**src/rtl/dispatch_pkg.sv**
```systemverilog
// Shared dispatch constants and helpers: lane count, pointer/count widths, popcount.
package dispatch_pkg;

    localparam int DISP_WIDTH = 3;
    localparam int POP_MAX_W  = 32;

    function automatic int ptr_w(input int depth);
        return (depth > 1) ? $clog2(depth) : 1;
    endfunction

    function automatic int cnt_w(input int depth);
        return $clog2(depth + 1);
    endfunction

    function automatic int unsigned popcount(input logic [POP_MAX_W-1:0] vec);
        int unsigned n;
        n = 0;
        for (int i = 0; i < POP_MAX_W; i++) begin
            if (vec[i]) n++;
        end
        return n;
    endfunction

endpackage

```
**src/rtl/dispatch_lane_compact.sv**
```systemverilog
// Prefix sum over the lane fire vector: per-lane write offset and total enqueue count.
module dispatch_lane_compact
    import dispatch_pkg::*;
#(
    parameter int WIDTH = DISP_WIDTH,
    parameter int OW    = $clog2(WIDTH + 1)
) (
    input  logic [WIDTH-1:0] fire,
    output logic [OW-1:0]    offset [WIDTH],
    output logic [OW-1:0]    total
);

    logic [OW-1:0] run;

    // NOTE: every variable gets a default at the top of always_comb so no path leaves it unassigned (no latch).
    always_comb begin
        run = '0;
        for (int i = 0; i < WIDTH; i++) begin
            offset[i] = run;
            if (fire[i]) run = run + 1'b1;
        end
    end

    assign total = OW'(popcount(POP_MAX_W'(fire)));

endmodule

```
**src/rtl/dispatch_buffer.sv**
```systemverilog
// Multi-lane in-order dispatch buffer: compacts valid lanes into a ring, drains one per cycle.
// Define DISPATCH_BUFFER_BYPASS_EN for a 0-cycle empty-buffer bypass from enqueue to dequeue.
module dispatch_buffer
    import dispatch_pkg::*;
#(
    parameter int  WIDTH  = DISP_WIDTH,
    parameter int  DEPTH  = 8,
    parameter int  DATA_W = 32,
    localparam int CW     = cnt_w(DEPTH)
) (
    input  logic                    clock,
    input  logic                    reset,
    input  logic [WIDTH-1:0]        io_enq_valid,
    input  logic [WIDTH*DATA_W-1:0] io_enq_bits,
    output logic [WIDTH-1:0]        io_enq_ready,
    output logic                    io_deq_valid,
    output logic [DATA_W-1:0]       io_deq_bits,
    input  logic                    io_deq_ready,
    input  logic                    io_flush,
    output logic [CW-1:0]           io_count
);

    localparam int PW = ptr_w(DEPTH);
    localparam int OW = $clog2(WIDTH + 1);
    localparam logic [CW:0] DEPTH_C = (CW + 1)'(DEPTH);
    localparam logic [CW:0] WIDTH_C = (CW + 1)'(WIDTH);

    logic [DATA_W-1:0] mem [DEPTH];
    logic [PW-1:0]     head;
    logic [PW-1:0]     tail;
    logic [CW-1:0]     count;
    logic [CW:0]       free_cnt;
    logic [CW:0]       count_next;
    logic              enq_ok;
    logic              stored_valid;
    logic              deq_fire;
    logic              pop;
    logic [WIDTH-1:0]  fire;
    logic [WIDTH-1:0]  wr;
    logic [OW-1:0]     offset [WIDTH];
    logic [OW-1:0]     total;

    // Ready looks only at registered count, so dequeue never feeds back into it.
    assign free_cnt     = DEPTH_C - {1'b0, count};
    assign enq_ok       = (free_cnt >= WIDTH_C) & ~io_flush;
    assign io_enq_ready = {WIDTH{enq_ok}};
    assign fire         = io_enq_valid & io_enq_ready;
    assign stored_valid = (count != '0) & ~io_flush;
    assign deq_fire     = io_deq_valid & io_deq_ready;
    assign io_count     = count;

`ifdef DISPATCH_BUFFER_BYPASS_EN
    logic              byp_valid;
    logic [WIDTH-1:0]  first;
    logic [DATA_W-1:0] byp_bits;

    assign first     = fire & (~fire + 1'b1);
    assign byp_valid = (count == '0) & (|fire);

    always_comb begin
        byp_bits = '0;
        for (int i = WIDTH - 1; i >= 0; i--) begin
            if (fire[i]) byp_bits = io_enq_bits[i*DATA_W +: DATA_W];
        end
    end

    // A bypassed uop consumed this cycle never lands in storage.
    assign io_deq_valid = stored_valid | byp_valid;
    assign io_deq_bits  = byp_valid ? byp_bits : mem[head];
    assign wr           = (byp_valid & io_deq_ready) ? (fire & ~first) : fire;
    assign pop          = deq_fire & ~byp_valid;
`else
    assign io_deq_valid = stored_valid;
    assign io_deq_bits  = mem[head];
    assign wr           = fire;
    assign pop          = deq_fire;
`endif

    dispatch_lane_compact #(
        .WIDTH (WIDTH),
        .OW    (OW)
    ) u_compact (
        .fire   (wr),
        .offset (offset),
        .total  (total)
    );

    assign count_next = {1'b0, count} + (CW + 1)'(total) - (CW + 1)'(pop);

    // NOTE: sequential state uses non-blocking assignments so all registers update together at the edge.
    always_ff @(posedge clock or posedge reset) begin
        if (reset) begin
            head  <= '0;
            tail  <= '0;
            count <= '0;
        end else if (io_flush) begin
            head  <= '0;
            tail  <= '0;
            count <= '0;
        end else begin
            head  <= head + PW'(pop);
            tail  <= tail + PW'(total);
            count <= count_next[CW-1:0];
        end
    end

    // NOTE: storage is deliberately not reset; occupancy is tracked by count, so stale data is never presented.
    always_ff @(posedge clock) begin
        for (int i = 0; i < WIDTH; i++) begin
            if (wr[i]) mem[tail + PW'(offset[i])] <= io_enq_bits[i*DATA_W +: DATA_W];
        end
    end

    assert property (@(posedge clock) disable iff (reset) count_next <= DEPTH_C);

endmodule

```
**config.mk**
```make
export PLATFORM = sky130hd
export DESIGN_NAME = dispatch_buffer
export DESIGN_NICKNAME = d
export VERILOG_FILES = /design/src/rtl/dispatch_pkg.sv /design/src/rtl/dispatch_lane_compact.sv /design/src/rtl/dispatch_buffer.sv
export SDC_FILE = /design/constraint.sdc
export NUM_CORES = 1
export LEC_CHECK = 0
export ABC_AREA = 1
export CORE_ASPECT_RATIO = 1.4
export CORE_MARGIN = 1.5
export CORE_UTILIZATION = 59
export CTS_BUF_LIST = sky130_fd_sc_hd__clkbuf_8 sky130_fd_sc_hd__clkbuf_16
export DETAILED_ROUTE_END_ITERATION = 10
export PLACE_DENSITY = 0.87
export SLEW_MARGIN = 20
export SYNTH_ARGS = -nofsm -noshare
export SYNTH_HDL_FRONTEND = slang
export SYNTH_SLANG_ARGS = --single-unit
```
**constraint.sdc**
```tcl
create_clock -name clock -period 5.6 [get_ports clock]
set_clock_uncertainty 0.05 [all_clocks]
set_input_delay 0.84 -clock clock [delete_from_list [all_inputs] [get_ports clock]]
set_output_delay 0.84 -clock clock [all_outputs]
set_load 0.02 [all_outputs]
```
# After elaboration in Yosys (flattened, before gate mapping)
# Memories as Yosys holds them, arrays and structs flattened.
# Index checks and enable logic that the tools add are counted.
[word_totals]
in_bits = 103
out_inout_bits = 40
word_cells = 35
mem_bits_rw = 256
regBits = 10
memories = 1
[classes]
add_sub_neg = 10
reduce_logical = 1
bitwise = 5
order_cmp = 1
mux = 14
[memory_table]
columns = ["name", "words", "word_bits", "read_ports", "rd_clocked_by_memory_dff", "wr", "line", "text"]
rows = [
  ["mem", 8, 32, 1, 0, 3, "dispatch_buffer.sv:28", "logic [DATA_W-1:0] mem [DEPTH];"],
]
[ops]
columns = ["operator", "count"]
rows = [
  ["3-bit by 2-bit adder with 3-bit output", 3],
  ["1-bit two-way mux", 8],
  ["2-bit two-way mux", 3],
  ["3-bit two-way mux", 2],
  ["5-bit by 2-bit greater-or-equal comparator with 1-bit output (second input constant)", 1],
  ["4-bit by 4-bit subtractor with 5-bit output (first input constant)", 1],
  ["1-bit by 1-bit adder with 2-bit output (second input constant)", 2],
  ["4-bit by 2-bit adder with 4-bit output", 1],
  ["4-bit two-way mux", 1],
  ["4-bit nonzero test", 1],
  ["4-bit by 1-bit subtractor with 4-bit output", 1],
  ["3-bit by 1-bit adder with 3-bit output", 1],
  ["1-bit AND", 3],
  ["3-bit AND", 1],
  ["2-bit by 1-bit adder with 2-bit output (second input constant)", 1],
  ["1-bit inverter", 1],
]

# Logic depth before layout (Yosys ltp)
# Gate-level depths: netlist of run 1.
[depth]
depth_word = 12
mapped_depth = 23
ltp_nobuf = 22

# By module
# From an unflattened synthesis of run 1, not the netlist that was laid out.
[hier_totals]
hier_cells = 2410
area_unflattened_um2 = 17252.8
[by_module_without_submodules]
columns = ["mod", "area_per_inst_um2", "seq_area_each_um2", "n_inst", "cells_each"]
rows = [
  ["dispatch_buffer", 17152.7, 7937.6, 1, 2392],
  ["dispatch_lane_compact", 100.1, 0.0, 1, 18],
]

# Worst setup path before layout of run 1
# OpenSTA, ideal clock, no wires.
[synth_timing]
kind = "register to register"
startpoint = "register count[0] (netlist: io_count[0])"
endpoint = "memory mem[0][0], enable pin"
setup_slack_ps = 990
arrival_ps = 3999
stages_incl_launch_ff = 20
period_less_slack_ps = 4610
setup_time_ps = 561
required_time_ps = 4989
path_buffers = 1
path_cell_list = "dfrtp_1 -> inv_1 -> ha_1 -> nand3_1 -> nand3_1 -> nand3_4 -> nand2_2 -> nor2_1 -> ha_1 -> ha_1 -> inv_1 -> fa_1 -> or2_1 -> nand2_1 -> inv_1 -> nand2_1 -> nor2_1 -> nand2_2 -> buf_2 -> nand3_1"
[synth_rtl]
columns = ["item", "line", "text"]
rows = [
  ["start, declared", "dispatch_buffer.sv:31", "logic [CW-1:0] count;"],
  ["start signal, assigned", "dispatch_buffer.sv:103", "count <= count_next[CW-1:0];"],
  ["end, declared", "dispatch_buffer.sv:28", ""],
]

# Final worst setup path of run 1
[layout_timing]
startpoint = "register head[0]"
endpoint = "output io_deq_bits[1]"
[layout_between]
elab_chain_len = 1
[layout_lines]
columns = ["item", "line", "text"]
rows = [
  ["start, declared", "dispatch_buffer.sv:29", "logic [PW-1:0] head;"],
  ["start signal, assigned", "dispatch_buffer.sv:101", "head <= head + PW'(pop);"],
  ["memory 8 x 32 bit", "n/a", ""],
  ["end, declared", "dispatch_buffer.sv:17", "output logic [DATA_W-1:0] io_deq_bits,"],
]
# Every way passes these cells.

==> results.json, run 1 <==
{
  "clock_latency_ns": 0.54,
  "finalHoldViolations": 0,
  "critical_path.max_fanout": 72,
  "grt_start_max_net_pins": 73,
  "cts_buffers": 26,
  "root_buffer": "clkbuf_16",
  "maxCapViolCount": 0,
  "area_delta_synth_final_pct": 12.9,
  "grt-ovfl-total": 0,
  "drc_errors": 0,
  "rows": 73,
  "hp-class": "flop to flop",
  "cp_num_buf_inv": 2,
  "drt_iter0_drc": 2309,
  "ys_seq_area_frac": 0.461,
  "cts_sinks": 266,
  "startpoint": "head[0]",
  "r2r-end": "mem[1][17]",
  "ctsResizeCount": 0,
  "utilization": 0.680,
  "portBuffers": 142,
  "yosys_warnings": 0,
  "drt-total-wl_um": 59200,
  "worstPathRequired_ns": 4.71,
  "avgSynthCellArea_um2": 7.19,
  "seqCellArea_mm2": 0.00794,
  "cp-start-kind": "flop",
  "htreeDepth": 1,
  "finalCritPeriodShare": 0.869,
  "dpl_cell_area_mm2": 0.0186,
  "ys_seq_elements": 266,
  "fmax_mhz": 205,
  "cts_tree": "yes",
  "crit_path_cell_trace": "buf_4 > o21ai_0 > o22ai_1 > nor2_1 > a31oi_1 > clkdlybuf4s50_1",
  "setup_violations": 0,
  "worst_slew_pin_slew_ns": 1.14,
  "r2r-start": "io_count[0]",
  "die_area_mm2": 0.0302,
  "synth_fp_nets": 2519,
  "path_clk_slew_ns": 0.06,
  "grtUsageTotal": 0.394,
  "max-slew-margin-rel": 0.235,
  "synth_cell_types": 29,
  "fin_tns_setup_ns": 0,
  "drtPass1Iterations": 6,
  "ios": 143,
  "place_congestion": 0.945,
  "critPathKind": "flop to primary output",
  "r2r_cells": 21,
  "drv_slew": 0,
  "nFillCells": 2285,
  "dpl.hpwl_um": 36100,
  "rrSetupSlack_ns": 1.09,
  "design.core.area_mm2": 0.0286,
  "syn_area_mm2": 0.0172,
  "vias": 17709,
  "post_cts_buffers": 0,
  "multi_input_area_mm2": 0.00795,
  "crit_arrival_ns": 3.98,
  "fp.dieW_um": 147,
  "critical_path.top_delay_family": "buffers and inverters",
  "fin_total_pwr_mw": 7.65,
  "grt_pass1_wl_um": 91800,
  "avgViaCountPerCell": 6.28,
  "p_leak_nw": 8.54,
  "p_per_area_mw_per_mm2": 393,
  "crit_path_max_incr_delay_ns": 0.87,
  "crit_path_end": "io_deq_bits[1]",
  "cp-end-kind": "primary output",
  "die_y_um": 205,
  "period_minus_slack_ns": 4.87,
  "nets": 2552,
  "antenna_found_initial": 1,
  "rsz0062_at_grt": "false",
  "finalInstanceArea_mm2": 0.0194,
  "wl_per_cell_um": 21.0,
  "irDropWorstVdd_uv": 287,
  "clk_path_buf_depth": 3,
  "drive_gt1_frac": 0.0503,
  "cts-hold-fix-buffers": 0,
  "cp_slowest_cell": "dfrtp_4",
  "initial_core_util": 0.602,
  "ant_nets": 0,
  "cp_num_cells": 6,
  "netlist_instances": 2395,
  "outcome": "completed",
  "grt_pass1_vias": 17560
}
==> kinds of logic after synthesis <==
group / share of synthesized area
adder cells (fa/ha/maj): 0.0166
flip-flops: 0.461
AO/OA/AOI/OAI: 0.0629
AND/OR/NAND/NOR: 0.378
XOR/XNOR: 0.00153
buffers and inverters: 0.0798
==> cell type report <==
type	instances	share of cell area
Multi-Input combinational cell	1826	0.409
Sequential cell	266	0.408
Timing Repair Buffer	187	0.0930
Clock buffer	31	0.0376
Tap cell	375	0.0241
Inverter	121	0.0234
Clock inverter	15	0.00457
Antenna cell	1	0.000129
==> power breakdown <==
group | switching [mW] | total, mW | internal [mW]
Sequential | 0.141 | 2.86 | 2.72
Clock | 0.757 | 1.72 | 0.963
Combinational | 2.05 | 3.07 | 1.02
Total | 2.95 | 7.65 | 4.70
==> worst min-delay path by stage <==
stage,start,endpoint,slack (ns),depth (start not counted)
floorplan,head[2],head[2],0.40,1
global placement,head[2],head[2],0.42,1
detailed placement,head[2],head[2],0.43,1
CTS,head[2],head[2],0.44,1
global route,head[2],head[2],0.47,1
finish,head[2],head[2],0.44,1
==> metal layers <==
layer  track usage  wire length, um  vias up
met5             0                0        -
met4         0.323             5490        0
met3        0.0797             7390      486
met2         0.665            28300     1478
met1         0.429            18000     7917
li1              -                -     7828
==> through the flow <==
stage                     cells  setup slack (ns)  hold slack, ns
after CTS                  2821             0.963           0.438
after global placement     2775             0.908           0.418
after global routing       2822             0.683           0.468
after floorplan            2395             0.990           0.403
final                      2822             0.732           0.437
after detailed placement   2775             0.807           0.427
==> synth_stat cells, drive strengths merged <==
cell type / instances / share of area
nand2: 1053 / 0.23
nand3: 276 / 0.082
nor2: 259 / 0.061
edfxtp: 256 / 0.45
buf: 144 / 0.045
o21ai: 131 / 0.038
inv: 120 / 0.026
clkbuf: 38 / 0.0083
a31oi: 32 / 0.012
o22ai: 32 / 0.012
ha: 18 / 0.013
dfrtp: 10 / 0.015
nand4: 8 / 0.0029
a21oi: 4 / 0.0012
nor3: 4 / 0.0012
fa: 3 / 0.0035
xnor2: 3 / 0.0015
a21o: 1 / 0.00044
and2: 1 / 0.00036
clkinv: 1 / 0.00022
or2: 1 / 0.00036
==> registers in the layout, summed over array words and instances, names as in the netlist <==
| signal | cells |
|---|---|
| io_count | 4 |
| mem | 256 |
| head | 3 |
| tail | 3 |
==> placed cells by master (no fill, tap or decap), types with 9 or more instances in the layout <==
cell and count:
clkdlybuf4s50_1 142, ha_1 18, nand2_1 1044, o22ai_1 32, nor2_1 249, o21ai_0 131
nand2_2 9, buf_4 41, edfxtp_1 256, nand3_1 266, inv_2 12, inv_1 118
clkbuf_16 27, a31oi_1 32
No activity file was read; power rests on OpenSTA's default activity.
==> run 2: changes to the inputs <==
--- a/config.mk
+++ b/config.mk
@@ -12,6 +12,7 @@
 export CTS_BUF_LIST = sky130_fd_sc_hd__clkbuf_8 sky130_fd_sc_hd__clkbuf_16
 export DETAILED_ROUTE_END_ITERATION = 10
 export PLACE_DENSITY = 0.87
+export RECOVER_POWER = 50
 export SLEW_MARGIN = 20
 export SYNTH_ARGS = -nofsm -noshare
 export SYNTH_HDL_FRONTEND = slang
==> run 2 against run 1 <==
Net effect: worst setup slack got worse by 0.16 ns; sequential power about the same; flip-flop and latch count unchanged; largest cell class is now registers; design area decreased by 0.29%; sequential share of layout area increased by 0.12 points; clock power about the same; clock-buffer cell count unchanged.
==> results.json, run 2 (synthesis results as in run 1) <==
{
  "antenna_found_initial": 1,
  "worst_path_most_repeated_cell": "nand2_1",
  "cp-end-kind": "flop",
  "clk_path_buf_depth": 3,
  "ant_nets": 0,
  "fin_tns_setup_ns": 0,
  "critical_path.max_fanout": 18,
  "irDropWorstVdd_uv": 289,
  "maxCapViolCount": 0,
  "drtPass1Iterations": 7,
  "crit_arrival_ns": 5.15,
  "largest_reg_flops": 256,
  "design.core.area_mm2": 0.0286,
  "grt_pass1_wl_um": 91800,
  "crit_path_max_incr_delay_ns": 0.66,
  "p_clk_frac": 0.226,
  "p_comb_frac": 0.399,
  "grt_start_max_net_pins": 73,
  "avgViaCountPerCell": 6.26,
  "drv_slew": 0,
  "path_clk_slew_ns": 0.06,
  "wl_per_cell_um": 21.0,
  "cts_tree": "yes",
  "period_minus_slack_ns": 5.03,
  "root_buffer": "clkbuf_16",
  "drt_iter0_drc": 2359,
  "p_leak_nw": 8.52,
  "die_y_um": 205,
  "worstPathRequired_ns": 5.72,
  "power.switching_mw": 2.94,
  "fmax_mhz": 199,
  "worst_slew_pin_slew_ns": 1.17,
  "sw_frac_of_total": 0.386,
  "finalHoldViolations": 0,
  "crit_path_cell_trace": "inv_1 > ha_1 > nand2_1 > nand2_1 > nor2_1 > nand3_4 > nand3_1 > inv_1 > ha_1 > ha_1 > inv_1 > fa_1 > nand2_1 > nand2_1 > inv_1 > nand2_1 > nor2_1 > nand2_2 > nand3_1 > clkbuf_2",
  "dp_slack_ns": 0.807,
  "ios": 143,
  "nFillCells": 2296,
  "area_delta_synth_final_pct": 12.6,
  "portBuffers": 142,
  "grtUsageTotal": 0.394,
  "cts_buffers": 26,
  "cp_slowest_cell": "nand3_1",
  "seq_power_share": 0.376,
  "drc_errors": 0,
  "drt-total-wl_um": 59400,
  "rsz0062_at_grt": "false",
  "dpl.hpwl_um": 36100,
  "initial_core_util": 0.602,
  "holdWs_ns": 0.437,
  "setup_violations": 0,
  "max-slew-margin-rel": 0.220,
  "rows": 73,
  "post_cts_buffers": 0,
  "clock_latency_ns": 0.54,
  "ctsResizeCount": 0,
  "cts-hold-fix-buffers": 0,
  "grt-ovfl-total": 0,
  "place_congestion": 0.945,
  "finalCritPeriodShare": 0.898,
  "cp-start-kind": "flop",
  "critPathKind": "flop to flop",
  "setup_ws_ns": 0.573,
  "fp.dieW_um": 147,
  "outcome": "completed",
  "p_per_area_mw_per_mm2": 393,
  "htreeDepth": 1,
  "grt_pass1_vias": 17560,
  "vias": 17664,
  "intPower_mw": 4.68,
  "drive_gt1_frac": 0.0478,
  "cts_sinks": 266,
  "nets": 2552,
  "final_cell_mix": "nand2_1, nand3_1, edfxtp_1",
  "layout_commonest_cell": "nand2_1",
  "hp-class": "flop to flop",
  "die_area_mm2": 0.0302
}
run 2: cell count changes in the layout (fill, tap and decap cells not counted), sizes merged:
cell           delta
clkdlybuf4s50    -10
dlygate4sd3      +10
buf               -6
clkbuf            +6
run 2: critical path, delay by kind of cell, from the launching register on:
| family | cells | cell delay (ns) |
|---|---|---|
| flops | 1 | 0.44 |
| simple gates | 11 | 1.92 |
| buf+inv | 5 | 0.99 |
| fa+ha+maj | 4 | 1.23 |
run 2: final cells by class:
type | instances | area (um2) | share of cell area
tap | 375 | 469 | 0.0242
inverter | 121 | 455 | 0.0235
clock buffer | 31 | 731 | 0.0377
clock inverter | 15 | 88.8 | 0.00458
antenna | 1 | 2.50 | 0.000129
timing repair buffer | 187 | 1780 | 0.0919
multi-input combinational | 1826 | 7920 | 0.408
sequential | 266 | 7940 | 0.410
run 2: per-layer routing:
layer  routed length, um  track usage
met5                   0            0
met4                5220        0.323
met3                7450       0.0797
met2               28500        0.665
met1               18200        0.429
run 2: stage by stage:
step	power [mW]	std cells	cell area, um2	util
6_report	7.62	2822	19400	0.678
5_1_grt	7.94	2822	19400	0.678
4_1_cts	7.55	2821	19400	0.680
3_5_place_dp	5.87	2775	18600	0.652
3_3_place_gp	5.75	2775	18600	0.652
2_1_floorplan	4.77	2395	17200	-
run 2: worst paths after layout:
check                            start          end  slack [ns]  depth (start not counted)
setup / recovery           io_count[0]   mem[1][11]        0.57                         20
setup reg to reg           io_count[0]   mem[1][11]        0.57                         20
hold / removal                 head[2]      head[2]        0.44                          1
max in group asynchronous        reset      head[0]        4.49                          2
min in group asynchronous        reset  io_count[3]        0.68                          2
hold reg to reg                head[2]      head[2]        0.44                          1
run 2: power groups by stage:
| stage | Clock [mW] | Combinational (mW) | Sequential, mW |
|---|---|---|---|
| floorplan | 0 | 1.91 | 2.86 |
| global placement | 0 | 2.87 | 2.88 |
| detailed placement | 0 | 2.98 | 2.90 |
| CTS | 1.70 | 3.00 | 2.85 |
| global route | 1.78 | 3.27 | 2.89 |
| finish | 1.72 | 3.04 | 2.86 |
